## config.mk

```make
export PLATFORM = sky130hd
export DESIGN_NAME = lut_config_loader
export DESIGN_NICKNAME = d
export VERILOG_FILES = /design/src/rtl/lut_config_loader.sv
export SDC_FILE = /design/constraint.sdc
export NUM_CORES = 1
export LEC_CHECK = 0
export ABC_AREA = 1
export BUFFER_PORTS_ARGS = -buffer_cell sky130_fd_sc_hd__buf_2
export CORE_ASPECT_RATIO = 1.1
export CORE_MARGIN = 4
export CORE_UTILIZATION = 55
export CTS_BUF_LIST = sky130_fd_sc_hd__clkbuf_8
export DETAILED_ROUTE_END_ITERATION = 10
export GPL_ROUTABILITY_DRIVEN = 0
export GPL_TIMING_DRIVEN = 0
export PLACE_DENSITY = 0.78
export SETUP_SLACK_MARGIN = 0.15
export SYNTH_ARGS = -nofsm -noshare
export SYNTH_HDL_FRONTEND = slang
export SYNTH_SLANG_ARGS = --single-unit
export TNS_END_PERCENT = 10
```

## constraint.sdc

```tcl
create_clock -name clock -period 1.69 [get_ports clock]
set_input_delay 0.0845 -clock clock [delete_from_list [all_inputs] [get_ports clock]]
set_output_delay 0.0845 -clock clock [all_outputs]
set_load 0.02 [all_outputs]
```

## src/rtl/lut_config_loader.sv

```systemverilog
// LUT configuration loader: pairs stream words into 33-bit LUT images,
// writes them one LUT per pass slot, then validates an XOR checksum.
module lut_config_loader #(
  parameter int NUM_LUTS = 6,
  parameter int ADDR_W   = 3
) (
  input  logic              clock,
  input  logic              reset,
  input  logic              start,
  input  logic [31:0]       in_data,
  input  logic              in_valid,
  output logic              in_ready,
  output logic              cfg_we,
  output logic [ADDR_W-1:0] cfg_addr,
  output logic [32:0]       cfg_data,
  output logic              busy,
  output logic              done,
  output logic              error,
  output logic              fabric_en
);

  localparam logic [2:0] S_IDLE  = 3'd0;
  localparam logic [2:0] S_LO    = 3'd1;
  localparam logic [2:0] S_HI    = 3'd2;
  localparam logic [2:0] S_WR    = 3'd3;
  localparam logic [2:0] S_CHK   = 3'd4;
  localparam logic [2:0] S_DONE  = 3'd5;
  localparam logic [2:0] S_ERR   = 3'd6;

  localparam logic [ADDR_W-1:0] LAST_IDX = ADDR_W'(NUM_LUTS - 1);

  logic [2:0]        state_q, state_d;
  logic [ADDR_W-1:0] idx_q, idx_d;
  logic [31:0]       xor_q, xor_d;
  logic [31:0]       table_q, table_d;
  logic [ADDR_W-1:0] addr_q, addr_d;
  logic [32:0]       data_q, data_d;
  logic              accept;

  assign accept = in_valid && in_ready;

  always_comb begin
    in_ready = 1'b0;
    cfg_we   = 1'b0;
    busy     = 1'b0;
    done     = 1'b0;
    error    = 1'b0;
    unique case (state_q)
      S_LO, S_HI: begin
        in_ready = 1'b1;
        busy     = 1'b1;
      end
      S_WR: begin
        cfg_we = 1'b1;
        busy   = 1'b1;
      end
      S_CHK: begin
        in_ready = 1'b1;
        busy     = 1'b1;
      end
      S_DONE:  done  = 1'b1;
      S_ERR:   error = 1'b1;
      default: ;
    endcase
  end

  assign fabric_en = done;
  assign cfg_addr  = addr_q;
  assign cfg_data  = data_q;

  // The image is staged on the high-word accept so it is stable in WRITE
  // and simply holds afterwards.
  always_comb begin
    state_d = state_q;
    idx_d   = idx_q;
    xor_d   = xor_q;
    table_d = table_q;
    addr_d  = addr_q;
    data_d  = data_q;
    unique case (state_q)
      S_IDLE, S_DONE, S_ERR: begin
        if (start) begin
          state_d = S_LO;
          idx_d   = '0;
          xor_d   = '0;
        end
      end
      S_LO: begin
        if (accept) begin
          table_d = in_data;
          xor_d   = xor_q ^ in_data;
          state_d = S_HI;
        end
      end
      S_HI: begin
        if (accept) begin
          xor_d   = xor_q ^ in_data;
          addr_d  = idx_q;
          data_d  = {in_data[0], table_q};
          state_d = S_WR;
        end
      end
      S_WR: begin
        if (idx_q == LAST_IDX) begin
          state_d = S_CHK;
        end else begin
          idx_d   = idx_q + ADDR_W'(1);
          state_d = S_LO;
        end
      end
      S_CHK: begin
        if (accept) begin
          state_d = (in_data == xor_q) ? S_DONE : S_ERR;
        end
      end
      default: state_d = S_IDLE;
    endcase
  end

  always_ff @(posedge clock) begin
    if (reset) begin
      state_q <= S_IDLE;
      idx_q   <= '0;
      xor_q   <= '0;
      table_q <= '0;
      addr_q  <= '0;
      data_q  <= '0;
    end else begin
      state_q <= state_d;
      idx_q   <= idx_d;
      xor_q   <= xor_d;
      table_q <= table_d;
      addr_q  <= addr_d;
      data_q  <= data_d;
    end
  end

endmodule

```

==> results of run 1 <==
-- path summary, 6_finish.rpt --
check | from | endpoint | slack, ns
worst max-delay path | state_q[2]$_SDFFE_PP0P_ | xor_q[0]$_SDFFE_PP0P_ | 0.07
worst min-delay path | in_data[21] | table_q[21]$_SDFFE_PP0P_ | 0.004
worst max register to register | state_q[2]$_SDFFE_PP0P_ | xor_q[0]$_SDFFE_PP0P_ | 0.07
worst min register to register | xor_q[3]$_SDFFE_PP0P_ | xor_q[3]$_SDFFE_PP0P_ | 0.47
-- sequential cells by signal, summed over array words and instances, names as in the netlist --
register / cells
cfg_addr: 3
table_q: 32
xor_q: 32
state_q: 3
cfg_data: 33
idx_q: 3
-- metrics by stage --
stage	utilization	total power [mW]	instances	worst slack, ns
final	0.740	9.97	884	0.0722
after global routing	0.740	10.6	884	-0.0211
after CTS	0.716	9.23	880	0.144
after detailed placement	0.635	6.90	837	-0.170
after global placement	0.635	6.76	837	-0.134
after floorplan	-	5.98	652	0.196
-- per-layer routing --
metal  routed length, um  share of wire  track usage
met1                5210           0.42        0.322
met2                5980           0.48        0.421
met3                 881          0.071       0.0456
met4                 399          0.032        0.111
met5                   0              0            0
-- power by group through the flow --
stage                     logic, mW  clock network, mW  registers, mW
after floorplan                2.46                  0           3.53
after global routing           5.35               1.72           3.51
after detailed placement       3.46                  0           3.43
after CTS                      4.22               1.61           3.40
after global placement         3.36                  0           3.40
final                          4.93               1.60           3.44
-- repair_timing --
action / in CTS / in global routing
hold buffers: 21 / 0
resized for setup: 61 / 57
setup endpoints to repair: 107 / 97
gates cloned: 2 / 1
pin swaps: 5 / 17
hold endpoints to repair: 23 / 0
buffers inserted: 5 / 3
-- cell families after synthesis --
group           after synthesis  synth area share
fa+ha+maj                     2           0.00550
flops                       106             0.466
xor+xnor                      8            0.0154
compound gates              196             0.216
buf+inv                     105            0.0959
simple gates                235             0.201
-- synth_stat cells --
cell type	n	area (um^2)
inv_2	9	33.8
a31oi_1	1	6.26
xor2_1	1	8.76
nand2_1	113	424
nor2_1	108	405
dfxtp_1	106	2120
nand3b_1	1	7.51
clkbuf_2	1	5.00
or2_1	1	6.26
xnor2_1	7	61.3
nor3_2	1	10.0
nor2_2	2	12.5
a21oi_1	91	455
buf_2	9	45.0
o21ai_0	103	515
buf_6	3	33.8
clkbuf_1	22	82.6
nor3_1	2	10.0
o21bai_1	1	7.51
ha_1	2	25.0
buf_4	2	15.0
nand3_1	4	20.0
inv_1	59	221
nand2_2	3	18.8
-- layout make-up --
| class | instances | area share |
|---|---|---|
| inverter | 68 | 0.0457 |
| clock inverter | 6 | 0.0112 |
| timing repair buffer | 109 | 0.121 |
| clock buffer | 10 | 0.0233 |
| tap | 108 | 0.0228 |
| sequential | 106 | 0.361 |
| buffer | 36 | 0.0421 |
| multi-input combinational | 441 | 0.373 |
-- cells in the final DEF, fill, tap and decap left out, drive strengths merged, types with 3 or more instances in the layout --
cell type    count
nor3             3
dfxtp          106
xnor2            7
o21ai          103
inv             70
clkbuf          33
nand2          116
nor2           110
nand3            4
a21oi           91
buf            101
dlygate4sd3     21
-- worst max-delay path, stage by stage, from the launching register on --
cell,delay [ns]
dfxtp_4,0.42
inv_6,0.06
nor3_4,0.20
inv_2,0.04
nand3b_1,0.15
inv_2,0.07
nand3_4,0.09
nand2_4,0.08
buf_12,0.16
o21ai_1,0.17
a21oi_1,0.06
==> results_dict.tcl, run 1 <==
set metrics [dict create \
    hold_class "in2reg" \
    slew_headroom 0.571 \
    min_period_ns 1.62 \
    htreeDepth 3 \
    clk_pin_slew_ns 0.09 \
    drc_errors 0 \
    hold_ws_ns 0.00398 \
    grtUsageTotal 0.253 \
    maxSlewViolCount 0 \
    layout.nets 809 \
    cts_buffers 9 \
    cts_root_buf "clkbuf_8" \
    grt_pass1_wl_mm 19.5 \
    io_pins 78 \
    area_growth_pct 29.9 \
    multi_input_area_mm2 0.00221 \
    via_count 4770 \
    rsz0062_at_grt "yes" \
    antennaDiodeCount 0 \
    clock_path_buffers 2 \
    power.leakage_nw 2.70 \
    drtAntennaViolNets 0 \
    worstSetupPathType "reg2reg" \
    drive_gt1_frac 0.229 \
    die_h_um 103 \
    ff_latch_area_mm2 0.00213 \
    netlist_area_mm2 0.00455 \
    clk_latency_ns 0.37 \
    cts_sinks 106 \
    core-area_mm2 0.00800 \
    hold_violations 0 \
    timing.fmax_mhz 618 \
    firstDrtPassIters 5 \
    cp_max_fo 7 \
    worstSetupEndpointType "flip-flop" \
    ys_warn_count 0 \
    dp_hpwl_mm 8.38 \
    switchingPower_mw 4.18 \
    port_buffers 77 \
    antenna_found_initial 0 \
    grt_pass1_vias 4305 \
    rr_worst_depth 10 \
    worstHoldPathCells 3 \
    power_density_mw_per_mm2 1690 \
    avgSynthCellArea_um2 6.98 \
    rows 34 \
    synth_nets 690 \
    wl_per_cell_um 14.1 \
    synth-seq-area-share 0.466 \
    ys_types 24 \
    setup_violations 0 \
    placed_area_mm2 0.00508 \
    ys_ff_latch 106 \
    p_sw_frac 0.419 \
    cp-start-kind "flip-flop" \
    syn-instance-count 652 \
    ir_drop_v 0.00141 \
    skew_ns 0.00684 \
    dieArea_mm2 0.00980 \
    internal-power_mw 5.79 \
    grt_overflow 0 \
    cp_data_required_time_ns 1.95 \
    fill_cells 620 \
    die_w_um 94.8 \
    power_frac_seq 0.345 \
    power_frac_clock 0.160 \
    cp.arrival_ns 1.88 \
    period_share 0.957 \
    start_util 0.569 \
    tritoncts "done" \
    postLayoutCellArea_mm2 0.00591 \
    fin_tns_setup_ns 0 \
    outcome "completed" \
    grt_max_degree 18 \
    vias_per_cell 5.40 \
    pwr-share-comb 0.495 \
    drv_cap 0 \
    drt_iter0_markers 433 \
    wirelength_mm 12.5 \
    worstMarginPinSlew_ns 0.644 \
]
(Power assumes the default switching activity.)
==> inputs of run 2 (changes only) <==
==> constraint.sdc (replaced) <==
create_clock -name clock -period 1.69 [get_ports clock]
set_input_delay 0.338 -clock clock [delete_from_list [all_inputs] [get_ports clock]]
set_output_delay 0.338 -clock clock [all_outputs]
set_load 0.02 [all_outputs]
==> results_dict.tcl, run 2 (same netlist as run 1, synthesis figures left out) <==
set metrics [dict create \
    postLayoutCellArea_mm2 0.00607 \
    violations "setup timing" \
    rsz0062_at_grt "yes" \
    clock_path_buffers 2 \
    worstSetupEndpointType "output port" \
    wl_per_cell_um 16.0 \
    drtAntennaViolNets 0 \
    final_cell_mix "105 x nand2_1, 103 x dfxtp_1, 98 x nor2_1, 73 x buf_2" \
    vias_per_cell 5.56 \
    period_share 1.05 \
    cts_root_buf "clkbuf_8" \
    grt_max_degree 18 \
    cts_buffers 9 \
    worstSetupPathType "reg2out" \
    ir_drop_v 0.00151 \
    die_h_um 103 \
    drc_errors 0 \
    power.leakage_nw 2.73 \
    min_period_ns 1.77 \
    slowest_stage "dfxtp_4" \
    tritoncts "done" \
    io_pins 78 \
    clk_latency_ns 0.37 \
    skew_ns 0.00821 \
    worst_slack_ns -0.0843 \
    slew_headroom 0.445 \
    drive_gt1_frac 0.302 \
    grt_pass1_vias 4317 \
    grt_pass1_wl_mm 20.1 \
    drv_cap 0 \
    firstDrtPassIters 5 \
    area_growth_pct 33.4 \
    path_cells "inv_4 > nor2_4 > nand2_4 > nand2_4 > nor2_4 > nand2_2 > buf_6" \
    clk_pin_slew_ns 0.10 \
    outcome "finished, violations left" \
    cp_max_fo 5 \
    wirelength_mm 13.9 \
    die_w_um 94.8 \
    cp-start-kind "flip-flop" \
    grt_overflow 0 \
    worstMarginPinSlew_ns 0.832 \
    antenna_found_initial 0 \
    final_core_util 0.759 \
    dieArea_mm2 0.00980 \
    dp_hpwl_mm 8.38 \
    rr_worst_depth 9 \
    port_buffers 77 \
    largest_reg_flops 33 \
    htreeDepth 3 \
    maxSlewViolCount 0 \
    worstHoldPathCells 2 \
    cts_sinks 106 \
    cp_data_required_time_ns 1.35 \
    grtUsageTotal 0.262 \
    hold_violations 0 \
    power_mw 11.1 \
    rows 34 \
    core-area_mm2 0.00800 \
    start_util 0.569 \
    max_stage_delay_ns 0.41 \
    hold_class "in2reg" \
    drt_iter0_markers 524 \
    final_common_cell "nand2_1" \
    layout.nets 797 \
    placed_area_mm2 0.00508 \
    via_count 4850 \
    hold_ws_ns 0.182 \
    power_density_mw_per_mm2 1820 \
    timing.fmax_mhz 564 \
    cp.arrival_ns 1.44 \
    setup_violations 36 \
    antennaDiodeCount 0 \
]
[run 2: changes by cell type in the layout (fill, tap and decap cells not counted), moves of 7 or more]
cell / previous run / this run
o21ai_2: 9 / 26
o21ai_1: 22 / 7
buf_6: 5 / 13
dlygate4sd3_1: 21 / 0
nor2_1: 106 / 98
clkbuf_1: 17 / 10
[run 2: worst max-delay path, delay by kind of cell, from the launching register on]
kind,cells,cell delay [ns]
buffers and inverters,2,0.18
DFF,1,0.41
and+or+nand+nor,5,0.49
[run 2: cell type report]
class                   instances  area [um^2]
fillers                       586         1930
multi-input cells             441         2380
clock inverters                 6         66.3
well taps                     108          135
flip-flops and latches        106         2130
repair buffers                 96          608
clock buffers                  10          138
plain buffers                  37          327
inverters                      68          280
[run 2: per-layer routing]
metal / vias to the layer above / routed length [um] / global-route usage
li1: 2302 / - / -
met1: 2223 / 5430 / 0.325
met2: 263 / 6970 / 0.445
met3: 62 / 995 / 0.0507
met4: 0 / 537 / 0.118
met5: - / 0 / 0
[run 2: through the flow]
stage               TNS (ns)  std cells  setup WS (ns)
finish                 -1.52        872        -0.0843
global route           -3.82        872         -0.179
detailed placement     -8.47        837         -0.170
global placement       -4.82        837         -0.134
floorplan                  0        652          0.196
CTS                  -0.0305        861        -0.0136
[run 2: worst paths after layout]
path | start | endpoint | slack, ns
min reg2reg | xor_q[3]$_SDFFE_PP0P_ | xor_q[3]$_SDFFE_PP0P_ | 0.48
min | reset | state_q[0]$_SDFFE_PP0P_ | 0.18
max | state_q[0]$_SDFFE_PP0P_ | busy | -0.08
max reg2reg | state_q[1]$_SDFFE_PP0P_ | xor_q[17]$_SDFFE_PP0P_ | -0.08
[run 2: repair_timing]
item / CTS / global route
hold buffers: 0 / 0
pin swaps: 44 / 18
endpoints found under the setup margin: 110 / 112
cloned: 0 / 3
setup buffers: 8 / 8
resized for setup: 151 / 63
[run 2: power by group]
part	switching (mW)	internal (mW)	total (mW)
combinational	3.52	2.47	6.00
sequential	0.351	3.10	3.45
clock	0.879	0.729	1.61
==> inputs of run 3 (changes only) <==
- clock period: 1.69 -> 1.91 ns (I/O delays scaled with it)
==> results_dict.tcl, run 3 (same netlist as run 1, synthesis figures left out) <==
set metrics [dict create \
    outcome "completed" \
    crit_buf_inv 3 \
    antennaDiodeCount 0 \
    cp-start-kind "flip-flop" \
    die_h_um 103 \
    crit_start "state_q[0]$_SDFFE_PP0P_" \
    min_period_ns 1.78 \
    grt_overflow 0 \
    reg2reg_setup_slack_ns 0.18 \
    placed_area_mm2 0.00507 \
    cp_max_fo 5 \
    layout.nets 782 \
    rows 34 \
    via_count 4439 \
    final_cell_mix "109 x nand2_1, 107 x nor2_1, 103 x o21ai_0, 103 x dfxtp_1, 91 x a21oi_1" \
    wl_per_cell_um 13.4 \
    hold_class "in2reg" \
    slew_headroom 0.647 \
    rr_worst_depth 10 \
    final_core_util 0.673 \
    setup_violations 0 \
    area_growth_pct 18.3 \
    path_cells "inv_4 > nor2_4 > nand2_2 > nand2_4 > nor2_4 > inv_2 > buf_6" \
    layoutNonFillerInstCount 855 \
    vias_per_cell 5.19 \
    timing.fmax_mhz 562 \
    grt_pass1_wl_mm 18.3 \
    worstReg2RegEnd "xor_q[29]$_SDFFE_PP0P_" \
    cp_num_cells 7 \
    largest_reg_flops 33 \
    power_mw 7.69 \
    dieArea_mm2 0.00980 \
    rsz0062_at_grt "yes" \
    fin_tns_setup_ns 0 \
    drtAntennaViolNets 0 \
    ir_drop_v 0.00124 \
    power_density_mw_per_mm2 1430 \
    drive_gt1_frac 0.186 \
    hold_violations 0 \
    cp.arrival_ns 1.40 \
    worstSetupEndpointType "output port" \
    tritoncts "done" \
    cts_root_buf "clkbuf_8" \
    core-area_mm2 0.00800 \
    port_buffers 77 \
    worstMarginPinSlew_ns 0.529 \
    firstDrtPassIters 5 \
    max_stage_delay_ns 0.42 \
    wirelength_mm 11.4 \
    period_share 0.931 \
    power.leakage_nw 2.50 \
    clock_path_buffers 2 \
    die_w_um 94.8 \
    cp_common_cell "nor2_4" \
    postLayoutCellArea_mm2 0.00539 \
    drt_iter0_markers 342 \
    worstHoldPathCells 2 \
    htreeDepth 3 \
    drc_errors 0 \
    final_common_cell "nand2_1" \
    io_pins 78 \
    maxSlewViolCount 0 \
    clk_pin_slew_ns 0.10 \
    clk_latency_ns 0.37 \
    place_inst 837 \
    grt_max_degree 17 \
    drv_cap 0 \
    reg2reg_from "state_q[1]$_SDFFE_PP0P_" \
    endpoint "in_ready" \
    cts_buffers 9 \
    dp_hpwl_mm 8.33 \
    cp_data_required_time_ns 1.53 \
    slowest_stage "dfxtp_4" \
    skew_ns 0.00635 \
    grt_pass1_vias 4010 \
    antenna_found_initial 0 \
    crit_family "flip-flops" \
    grtUsageTotal 0.239 \
    worstSetupPathType "reg2out" \
    cts_sinks 106 \
    start_util 0.569 \
]
-- run 3: per-stage QoR --
| step | setup WS [ns] | hold slack [ns] |
|---|---|---|
| CTS | 0.126 | 0.212 |
| global route | 0.0550 | 0.219 |
| finish | 0.132 | 0.219 |
| floorplan | 0.276 | 0.444 |
| global placement | 0.103 | 0.453 |
| detailed placement | 0.0342 | 0.463 |
-- run 3: worst min path at each step --
stage | from | end | slack, ns
2_1_floorplan | xor_q[10]$_SDFFE_PP0P_ | xor_q[10]$_SDFFE_PP0P_ | 0.44
3_3_place_gp | xor_q[13]$_SDFFE_PP0P_ | xor_q[13]$_SDFFE_PP0P_ | 0.45
3_5_place_dp | xor_q[13]$_SDFFE_PP0P_ | xor_q[13]$_SDFFE_PP0P_ | 0.46
4_1_cts | reset | state_q[1]$_SDFFE_PP0P_ | 0.21
5_1_grt | reset | state_q[0]$_SDFFE_PP0P_ | 0.22
6_report | reset | state_q[1]$_SDFFE_PP0P_ | 0.22
-- run 3: final cells by class --
type | instances | area [um^2]
fill | 739 | 2610
inverter | 68 | 258
multi-input combinational | 441 | 2050
clock buffer | 9 | 124
timing repair buffer | 81 | 430
tap | 108 | 135
buffer | 37 | 198
sequential | 106 | 2130
clock inverter | 5 | 56.3
-- run 3: power breakdown --
part	switching (mW)	internal [mW]	total [mW]	leakage, nW
Combinational	2.13	1.20	3.33	1.54
Sequential	0.286	2.74	3.02	0.867
Clock	0.747	0.592	1.34	0.0913
-- run 3: timing repair --
item | CTS | global route
hold buffers | 0 | 0
pin swaps | 2 | 4
buffers inserted | 3 | 1
endpoints found under the setup margin | 48 | 59
resized for setup | 11 | 25
-- run 3: worst reg2reg max path, cell delays in order (launching register included) --
cell and delay, ns:
dfxtp_4 0.42, inv_2 0.08, nor2_4 0.11, nand2_4 0.09, inv_2 0.07, nand2_2 0.14, nand3_1 0.14, nand2_2 0.09
clkbuf_2 0.19, o21ai_0 0.22, a21oi_1 0.07
-- run 3: metal layers --
metal / track usage / routed length (um) / up-vias
li1: - / - / 2266
met1: 0.297 / 4970 / 2009
met2: 0.416 / 5550 / 147
met3: 0.0384 / 659 / 17
met4: 0.0910 / 228 / 0
met5: 0 / 0 / -
